<file path="config.mk">
export PLATFORM = sky130hd
export DESIGN_NAME = sar_comparator_emulator
export DESIGN_NICKNAME = d
export VERILOG_FILES = /design/src/rtl/sar_pkg.sv /design/src/rtl/sar_lfsr16.sv /design/src/rtl/sar_comparator_emulator.sv
export SDC_FILE = /design/constraint.sdc
export NUM_CORES = 1
export LEC_CHECK = 0
export CELL_PAD_IN_SITES_DETAIL_PLACEMENT = 1
export CELL_PAD_IN_SITES_GLOBAL_PLACEMENT = 2
export CORE_MARGIN = 2
export CORE_UTILIZATION = 36
export DETAILED_ROUTE_END_ITERATION = 10
export DONT_BUFFER_PORTS = 1
export MAX_ROUTING_LAYER = met4
export PLACE_DENSITY = 0.7
export SLEW_MARGIN = 40
export SYNTH_ARGS = -nofsm -noshare
export SYNTH_HDL_FRONTEND = slang
export SYNTH_SLANG_ARGS = --single-unit
</file>
<file path="constraint.sdc">
create_clock -name clock -period 1.92 [get_ports clock]
set_clock_uncertainty 0.2 [all_clocks]
set_input_delay 0.384 -clock clock [delete_from_list [all_inputs] [get_ports clock]]
set_output_delay 0.384 -clock clock [all_outputs]
set_load 0.05 [all_outputs]
</file>
<file path="src/rtl/sar_pkg.sv">
// Shared types and constants for the SAR comparator emulator: FSM encoding,
// LFSR seed/taps and the LFSR step function used by both the LFSR and the top.
package sar_pkg;

   typedef enum logic [1:0] {
      IDLE   = 2'd0,
      SETTLE = 2'd1,
      RESP   = 2'd2
   } state_t;

   localparam int DEFAULT_WIDTH = 10;

   localparam logic [15:0] LFSR_SEED = 16'hACE1;

   // Taps 16,14,13,11 expressed as a mask over a right-shifting register (tap k -> bit 16-k)
   localparam logic [15:0] LFSR_TAPS = 16'h002D;

   function automatic logic [15:0] lfsr_step(input logic [15:0] q);
      return {^(q & LFSR_TAPS), q[15:1]};
   endfunction

endpackage

</file>
<file path="src/rtl/sar_lfsr16.sv">
// Free-running 16-bit Fibonacci LFSR; advances every clock, reseeds on reset.
module sar_lfsr16
   import sar_pkg::*;
(
   input  logic        clock,
   input  logic        resetb,
   output logic [15:0] q
);

   logic [15:0] r_lfsr;

   always_ff @(posedge clock or negedge resetb) begin
      if (!resetb) begin
         r_lfsr <= LFSR_SEED;
      end else begin
         r_lfsr <= lfsr_step(r_lfsr);
      end
   end

   assign q = r_lfsr;

endmodule

</file>
<file path="src/rtl/sar_comparator_emulator.sv">
// Digital stand-in for the SAR analog front end: holds a sampled input code and
// answers each DAC trial with a registered comparator decision after a settle delay.
module sar_comparator_emulator
   import sar_pkg::*;
#(
   parameter int WIDTH         = DEFAULT_WIDTH,
   parameter int SETTLE_CYCLES = 4,
   parameter int DITHER_LSB    = 0,
   parameter int CNT_W         = 5
)(
   input  logic             clock,
   input  logic             resetb,
   input  logic [WIDTH-1:0] vin_code,
   input  logic             sample,
   input  logic [WIDTH-1:0] dac_code,
   input  logic             dac_strobe,
   input  logic             dither_en,
   input  logic             err_clr,
   output logic             comp_out,
   output logic             comp_valid,
   output logic             busy,
   output logic [CNT_W-1:0] trial_cnt,
   output logic             proto_err
);

   localparam int SW = (SETTLE_CYCLES > 1) ? $clog2(SETTLE_CYCLES) : 1;
   localparam logic [WIDTH:0] DITHER_WIN = (WIDTH+1)'(DITHER_LSB);

   state_t           r_state;
   logic [SW-1:0]    r_settle_cnt;
   logic [WIDTH-1:0] r_vin_held;
   logic [WIDTH-1:0] r_dac_held;
   logic             r_comp_out;
   logic             r_comp_valid;
   logic             r_busy;
   logic             r_proto_err;
   logic [CNT_W-1:0] r_trial_cnt;

   logic [15:0]      w_lfsr;
   logic [15:0]      w_lfsr_next;
   logic             w_dither_bit;
   logic [WIDTH-1:0] w_dac_cmp;
   logic [WIDTH:0]   w_diff;
   logic [WIDTH:0]   w_abs_diff;
   logic             w_in_window;
   logic             w_decision;
   logic             w_busy_state;
   logic             w_violation;
   logic             w_fire;

   sar_lfsr16 u_lfsr (
      .clock  (clock),
      .resetb (resetb),
      .q      (w_lfsr)
   );

   // The decision is registered into the RESP cycle, so dither uses the LFSR value of that cycle
   assign w_lfsr_next  = lfsr_step(w_lfsr);
   assign w_dither_bit = |(w_lfsr_next & 16'h0001);

   assign w_dac_cmp   = (r_state == IDLE) ? dac_code : r_dac_held;
   assign w_diff      = {1'b0, r_vin_held} - {1'b0, w_dac_cmp};
   assign w_abs_diff  = w_diff[WIDTH] ? (~w_diff + 1'b1) : w_diff;
   assign w_in_window = dither_en && (DITHER_LSB > 0) && (w_abs_diff <= DITHER_WIN);
   assign w_decision  = w_in_window ? w_dither_bit : ~w_diff[WIDTH];

   assign w_busy_state = (r_state != IDLE);
   assign w_violation  = w_busy_state ? (sample | dac_strobe) : (sample & dac_strobe);

   // A single-cycle settle answers straight from IDLE; otherwise the last SETTLE cycle fires
   assign w_fire = !sample &&
                   (((r_state == IDLE) && dac_strobe && (SETTLE_CYCLES == 1)) ||
                    ((r_state == SETTLE) && (r_settle_cnt == SW'(1))));

   always_ff @(posedge clock or negedge resetb) begin
      if (!resetb) begin
         r_state      <= IDLE;
         r_settle_cnt <= '0;
         r_vin_held   <= '0;
         r_dac_held   <= '0;
         r_comp_out   <= 1'b0;
         r_comp_valid <= 1'b0;
         r_busy       <= 1'b0;
         r_proto_err  <= 1'b0;
         r_trial_cnt  <= '0;
      end else begin
         r_comp_valid <= 1'b0;
         r_proto_err  <= w_violation | (r_proto_err & ~err_clr);

         if (w_fire) begin
            r_comp_valid <= 1'b1;
            r_comp_out   <= w_decision;
            if (r_trial_cnt != '1) begin
               r_trial_cnt <= r_trial_cnt + 1'b1;
            end
         end

         case (r_state)
            IDLE: begin
               if (sample) begin
                  r_vin_held  <= vin_code;
                  r_trial_cnt <= '0;
               end else if (dac_strobe) begin
                  r_dac_held   <= dac_code;
                  r_settle_cnt <= SW'(SETTLE_CYCLES - 1);
                  r_busy       <= 1'b1;
                  r_state      <= (SETTLE_CYCLES == 1) ? RESP : SETTLE;
               end
            end
            SETTLE: begin
               if (sample) begin
                  r_vin_held  <= vin_code;
                  r_trial_cnt <= '0;
                  r_busy      <= 1'b0;
                  r_state     <= IDLE;
               end else begin
                  r_settle_cnt <= r_settle_cnt - 1'b1;
                  if (r_settle_cnt == SW'(1)) begin
                     r_state <= RESP;
                  end
               end
            end
            RESP: begin
               if (sample) begin
                  r_vin_held  <= vin_code;
                  r_trial_cnt <= '0;
               end
               r_busy  <= 1'b0;
               r_state <= IDLE;
            end
            default: begin
               r_busy  <= 1'b0;
               r_state <= IDLE;
            end
         endcase
      end
   end

   assign comp_out   = r_comp_out;
   assign comp_valid = r_comp_valid;
   assign busy       = r_busy;
   assign trial_cnt  = r_trial_cnt;
   assign proto_err  = r_proto_err;

endmodule
</file>
==> results_dict.tcl, run 1 <==
set metrics [dict create \
    status "finished with violations" \
    violations "setup timing" \
    p_seq_share_pct 50.3 \
    synth_top_area_share_pct 50.5 \
    worst-path-max-fanout 5 \
    min_period_ps 2090 \
    yosys-mux-area-fraction_pct 19.2 \
    vdd_drop_max_v 0.000449 \
    slew_violations 0 \
    wirelength_um 3480 \
    hold_class "input port to register" \
    initial_core_util_pct 37.6 \
    critical_path_class "register to register" \
    leakagePower_nw 0.935 \
    die_y_um 71.4 \
    required_ps 1880 \
    min_to "r_dac_held[0]" \
    worstHoldStart "dac_code[0]" \
    setup_violations 1 \
    areaGrowthSynthToFinish_pct 21.7 \
    antenna_cells 0 \
    dieWidth_um 71.4 \
    clk_pin_slew_ps 60 \
    ios 35 \
    synth_cell_type_count 28 \
    root_buffer "clkbuf_8" \
    htreeDepth 2 \
    cap_violations 0 \
    finalCritPeriodShare_pct 109 \
    synth-simple-area-share_pct 8.80 \
    final_nets 201 \
    p_sw_mw 0.592 \
    crit_slowest_cell "dfrtp_1" \
    clock_latency_ps 280 \
    track_usage_pct 16.1 \
    rr_startpoint "r_state[0]" \
    p_int_mw 1.30 \
    power_frac_clock_pct 25.0 \
    crit_buf_inv 1 \
    syn_nets 176 \
    grt_max_degree 34 \
    start_kind "register" \
    rsz0062_at_grt "yes" \
    cts_made_buffers 5 \
    avgSynthCellArea_um2 11.8 \
    comb_power_share_pct 24.7 \
    io_buffers 0 \
    synth_top_family_by_area "multiplexers" \
    cts_tree "done" \
    grt_pass1_wl_um 6050 \
    worst_pin_slew_ps 490 \
    core-area_um2 4350 \
    ys_seq_area_share_pct 50.5 \
    clock_path_buffers 2 \
    setup_slack_ps -172 \
    cpLargestDelayFamily "compound AO/OA/AOI/OAI gates" \
    drive_above_1_share_pct 30.1 \
    hold_viol 0 \
    rows 24 \
    synth_compound_area_share_pct 9.33 \
    synth_warnings 0 \
    worstReg2RegEnd "comp_out" \
    slew_headroom_pct 67.3 \
    grt_overflow 0 \
    fmax_mhz 478 \
    dieArea_um2 5100 \
    ant_nets 0 \
    cpPeakStageDelay_ps 410 \
    num_vias 1137 \
    vias_per_cell 5.29 \
    dp_hpwl_um 2610 \
    gp_congestion 0.739 \
    rr_worst_depth 8 \
    final_util_pct 45.7 \
    pre_cts_slack_ps -314 \
    power_density_nw_per_um2 953 \
    synth.largest_area_cell "dfrtp_1" \
    crit_arrival_ps 2050 \
    r2r_setup_slack_ps -170 \
    synthTopCellsByArea "dfrtp_1 (50%), mux2_2 (13%), ha_1 (8.4%), mux2i_1 (6.1%), nor2_1 (3.0%)" \
    whs_path_depth 2 \
    cp-end-kind "register" \
    antenna_found_initial 0 \
    initialDrtViolationCount 47 \
    synth_fa_ha_area_share_pct 8.42 \
    cts_sinks 33 \
    worstPathCellList "nor2_4 -> buf_12 -> mux2i_1 -> ha_1 -> a211oi_2 -> nor2_1 -> o31ai_1 -> a31oi_1" \
    detail_route.first_pass.iterations 3 \
    netlist_area_um2 1640 \
    ys_ff_latch 33 \
    postSynthCellCount 139 \
    synthXorXnorAreaFrac_pct 0.536 \
    drc 0 \
    fill_cells 465 \
    grt_pass1_vias 1326 \
    switching_share_pct 31.2 \
    post_drt_wl_per_cell_um 16.2 \
]
==> final cells by class <==
cell class / instances / area [um^2] / area share [%]
clock buffers: 5 / 68.8 / 3.46
clock inverters: 1 / 5.00 / 0.252
inverters: 6 / 22.5 / 1.13
multi-input cells: 95 / 777 / 39.1
flip-flops and latches: 33 / 826 / 41.5
well taps: 52 / 65.1 / 3.27
repair buffers: 23 / 225 / 11.3
==> flip-flops by register name, indices dropped and copies added, names as in the netlist <==
| signal | flops |
|---|---|
| r_state | 2 |
| busy | 1 |
| trial_cnt | 5 |
| r_settle_cnt | 2 |
| r_dac_held | 10 |
| proto_err | 1 |
| comp_out | 1 |
| comp_valid | 1 |
| r_vin_held | 10 |
==> cells in the final DEF (no fill, tap or decap), types with 3 or more instances in the layout <==
cell           synthesis  final
dfrtp_1               33     33
mux2_2                19     19
buf_4                  2     15
nor2_1                13     11
ha_1                  11     11
mux2i_1               10     10
nand2_1                8      8
a21oi_1                7      7
inv_1                  6      6
clkbuf_8               0      5
a31oi_1                3      3
buf_12                 0      3
dlygate4sd3_1          0      3
==> cells in the mapped netlist <==
master	count
dfrtp_1	33
mux2_2	19
nor2_1	13
ha_1	11
mux2i_1	10
nand2_1	8
a21oi_1	7
inv_1	6
a211oi_1	3
a31oi_1	3
buf_2	3
and3_1	2
buf_4	2
nand3_1	2
nand4_1	2
o21a_1	2
o21ai_0	2
a21boi_2	1
a41oi_1	1
and4_1	1
nand2b_1	1
nor3_1	1
o22a_1	1
o22ai_1	1
o311ai_1	1
o31ai_1	1
or4b_1	1
xor2_1	1
==> logic make-up (layout without fill, tap and decap cells) <==
family                   after synthesis  count (layout)
AND/OR/NAND/NOR                       31              31
multiplexers                          29              29
adder cells (fa/ha/maj)               11              11
flip-flops                            33              33
AO/OA/AOI/OAI                         23              23
buffers and inverters                 11              35
XOR/XNOR                               1               1
==> routing by layer <==
metal / share of wire (%) / global-route usage [%] / up-vias
met3: 5.8 / 6.05 / 6
li1: - / - / 550
met5: 0 / - / -
met2: 51 / 27.3 / 26
met1: 42 / 17.7 / 555
met4: 1.3 / 5.03 / 0
==> per-stage QoR <==
step	power, mW	hold slack, ps	TNS [ps]	instance area, um^2	instances
after floorplan	1.26	-112	-99.2	1660	139
after global placement	1.36	-111	-272	1820	202
after detailed placement	1.38	-111	-314	1820	202
after global routing	2.03	28.0	-283	1990	215
after CTS	1.92	31.2	-162	1970	215
final	1.90	27.4	-172	1990	215
==> power groups by stage <==
stage	Sequential, mW	Combinational, mW	Clock (mW)
6_report	0.953	0.468	0.475
5_1_grt	0.969	0.530	0.532
4_1_cts	0.954	0.470	0.492
3_5_place_dp	0.967	0.415	0
3_3_place_gp	0.960	0.397	0
2_1_floorplan	0.950	0.310	0
==> worst max-delay path by stage <==
stage                     from       end  slack [ps]  depth (start not counted)
finish              r_state[0]  comp_out        -170                          8
global route        r_state[0]  comp_out        -280                          8
CTS                 r_state[0]  comp_out        -160                          8
detailed placement  r_state[1]  comp_out        -310                          8
global placement    r_state[1]  comp_out        -270                          8
floorplan           r_state[0]  comp_out        -100                          9
==> what timing repair did <==
item                       in CTS  in global routing
pin swaps                       1                  2
hold endpoints to repair       35                  0
setup endpoints to repair       1                 10
gates resized for setup         0                  4
buffers inserted                3                  0
hold buffers                    4                  0
Power figures use the tool's default switching activity.
==> run 2, diff against run 1 <==
CORE_UTILIZATION = 43   (was 36)
PLACE_DENSITY = 0.79   (was 0.7)
clock period = 2.45 ns   (was 1.92 ns; I/O delays follow)
==> run 2 against run 1 <==
Effect of this change:
- the flow now finishes without violations
- sequential power fell by 22%
- non-clock buffer count fell by 14
- critical endpoint unchanged
- sequential share of layout area rose by 3.5 points
- clock power fell by 15%
- setup slack improved by 320 ps
- worst hold slack improved by 46 ps
- clock-buffer cell count rose by 2
- final area fell by 7.8%
- fmax fell by 9.0%
- via count fell by 4.0%
==> results_dict.tcl, run 2 (synthesis results as in run 1) <==
set metrics [dict create \
    status "complete, no violations" \
    grt_pass1_wl_um 5380 \
    clock_latency_ps 280 \
    layout.cells.most_common "dfrtp_1" \
    io_buffers 0 \
    leakagePower_nw 0.856 \
    worst-path-max-fanout 10 \
    switching_share_pct 30.6 \
    initialDrtViolationCount 37 \
    htreeDepth 2 \
    power_frac_clock_pct 27.9 \
    comb_power_share_pct 20.9 \
    grt_pass1_vias 1148 \
    worst_pin_slew_ps 613 \
    antenna_cells 0 \
    core-area_um2 3660 \
    grt_overflow 0 \
    vdd_drop_max_v 0.000345 \
    cap_violations 0 \
    p_sw_mw 0.445 \
    die_y_um 65.7 \
    post_cts_buffers 0 \
    min_period_ps 2300 \
    start_kind "register" \
    rr_startpoint "r_state[1]" \
    hold_viol 0 \
    drive_above_1_share_pct 22.7 \
    final_cell_mix "dfrtp_1 (33), mux2_2 (19), nor2_1 (13), ha_1 (11), mux2i_1 (10)" \
    min_to "r_state[0]" \
    wirelength_um 3290 \
    dp_hpwl_um 2420 \
    final_nets 187 \
    setup_violations 0 \
    rsz0062_at_grt "no" \
    dieArea_um2 4310 \
    hold_class "input port to register" \
    antenna_found_initial 0 \
    rr_worst_depth 8 \
    p_int_mw 1.01 \
    clock_path_buffers 2 \
    critical_path_class "register to register" \
    clk_pin_slew_ps 60 \
    cp-end-kind "register" \
    num_vias 1091 \
    drc 0 \
    root_buffer "clkbuf_8" \
    track_usage_pct 17.7 \
    slew_headroom_pct 59.1 \
    areaGrowthSynthToFinish_pct 12.2 \
    power_density_nw_per_um2 793 \
    ant_nets 0 \
    whs_path_depth 1 \
    dieWidth_um 65.7 \
    gp_congestion 0.700 \
    final_util_pct 50.1 \
    slew_violations 0 \
    required_ps 2400 \
    cts_tree "done" \
    p_seq_share_pct 51.2 \
    rows 22 \
    cts_made_buffers 5 \
    finalCritPeriodShare_pct 93.8 \
    initial_core_util_pct 44.7 \
    crit_arrival_ps 2250 \
    vias_per_cell 5.51 \
    post_drt_wl_per_cell_um 16.6 \
    setup_tns_ps 0 \
    worstHoldStart "sample" \
    worstReg2RegEnd "comp_out" \
    ios 35 \
    detail_route.first_pass.iterations 4 \
    cts_sinks 33 \
    r2r_setup_slack_ps 150 \
    fmax_mhz 435 \
    grt_max_degree 34 \
]
## run 2: cell count changes in the layout (fill, tap and decap cells not counted)
| cell | delta |
|---|---|
| clkbuf_1 | +1 |
| clkinv_2 | -1 |
| nor2_1 | +2 |
| dlygate4sd3_1 | -2 |
| a211oi_1 | +1 |
| buf_6 | -2 |
| a211oi_2 | -1 |
| nor2_4 | -2 |
| buf_4 | -8 |
| buf_12 | -2 |
| clkbuf_8 | +1 |
## run 2: worst max-delay path, stage by stage (launching register included)
cell and delay, ps:
dfrtp_1 380, nor2_1 170, buf_4 250, mux2i_1 230, ha_1 270, a211oi_1 230
nor2_1 90, o31ai_1 240, a31oi_1 110
## run 2: worst max path at each step
| stage | start | cells past startpoint | endpoint |
|---|---|---|---|
| global placement | r_state[1] | 8 | comp_out |
| detailed placement | r_state[1] | 8 | comp_out |
| finish | r_state[1] | 8 | comp_out |
| CTS | r_state[1] | 8 | comp_out |
| floorplan | r_state[0] | 9 | comp_out |
| global route | r_state[1] | 8 | comp_out |
## run 2: power groups by stage
stage,combinational (mW),clock (mW),sequential (mW)
3_5_place_dp,0.292,0,0.758
4_1_cts,0.312,0.422,0.747
6_report,0.303,0.406,0.745
3_3_place_gp,0.279,0,0.750
2_1_floorplan,0.232,0,0.744
5_1_grt,0.353,0.448,0.758
## run 2: area by class of cell
type | count | area [um^2]
Timing Repair Buffer | 9 | 82.6
Inverter | 6 | 22.5
Sequential cell | 33 | 826
Clock buffer | 7 | 86.3
Multi-Input combinational cell | 95 | 757
Tap cell | 48 | 60.1
Fill cell | 402 | 1830
## run 2: metal layers
| layer | part of all wire [%] | vias up | GRT usage, % |
|---|---|---|---|
| met1 | 44 | 539 | 20.8 |
| met5 | 0 | - | - |
| met2 | 47 | 27 | 26.9 |
| met3 | 6.8 | 6 | 7.36 |
| li1 | - | 519 | - |
| met4 | 1.8 | 0 | 7.03 |
## run 2: stage by stage
step | instance area (um^2) | worst slack, ps | power, mW | hold slack, ps | cells
4_1_cts | 1830 | 124 | 1.48 | 65.5 | 198
6_report | 1830 | 152 | 1.45 | 73.0 | 198
3_3_place_gp | 1720 | 241 | 1.03 | -4.75 | 189
2_1_floorplan | 1640 | 322 | 0.975 | -5.59 | 139
5_1_grt | 1830 | 29.5 | 1.56 | 66.5 | 198
3_5_place_dp | 1720 | 184 | 1.05 | -4.87 | 189
## run 2: timing repair
| action | in CTS | in global routing |
|---|---|---|
| endpoints found under the setup margin | 0 | 0 |
| hold buffers | 2 | 0 |
| resized for setup | 0 | 0 |
| endpoints found under the hold margin | 33 | 0 |
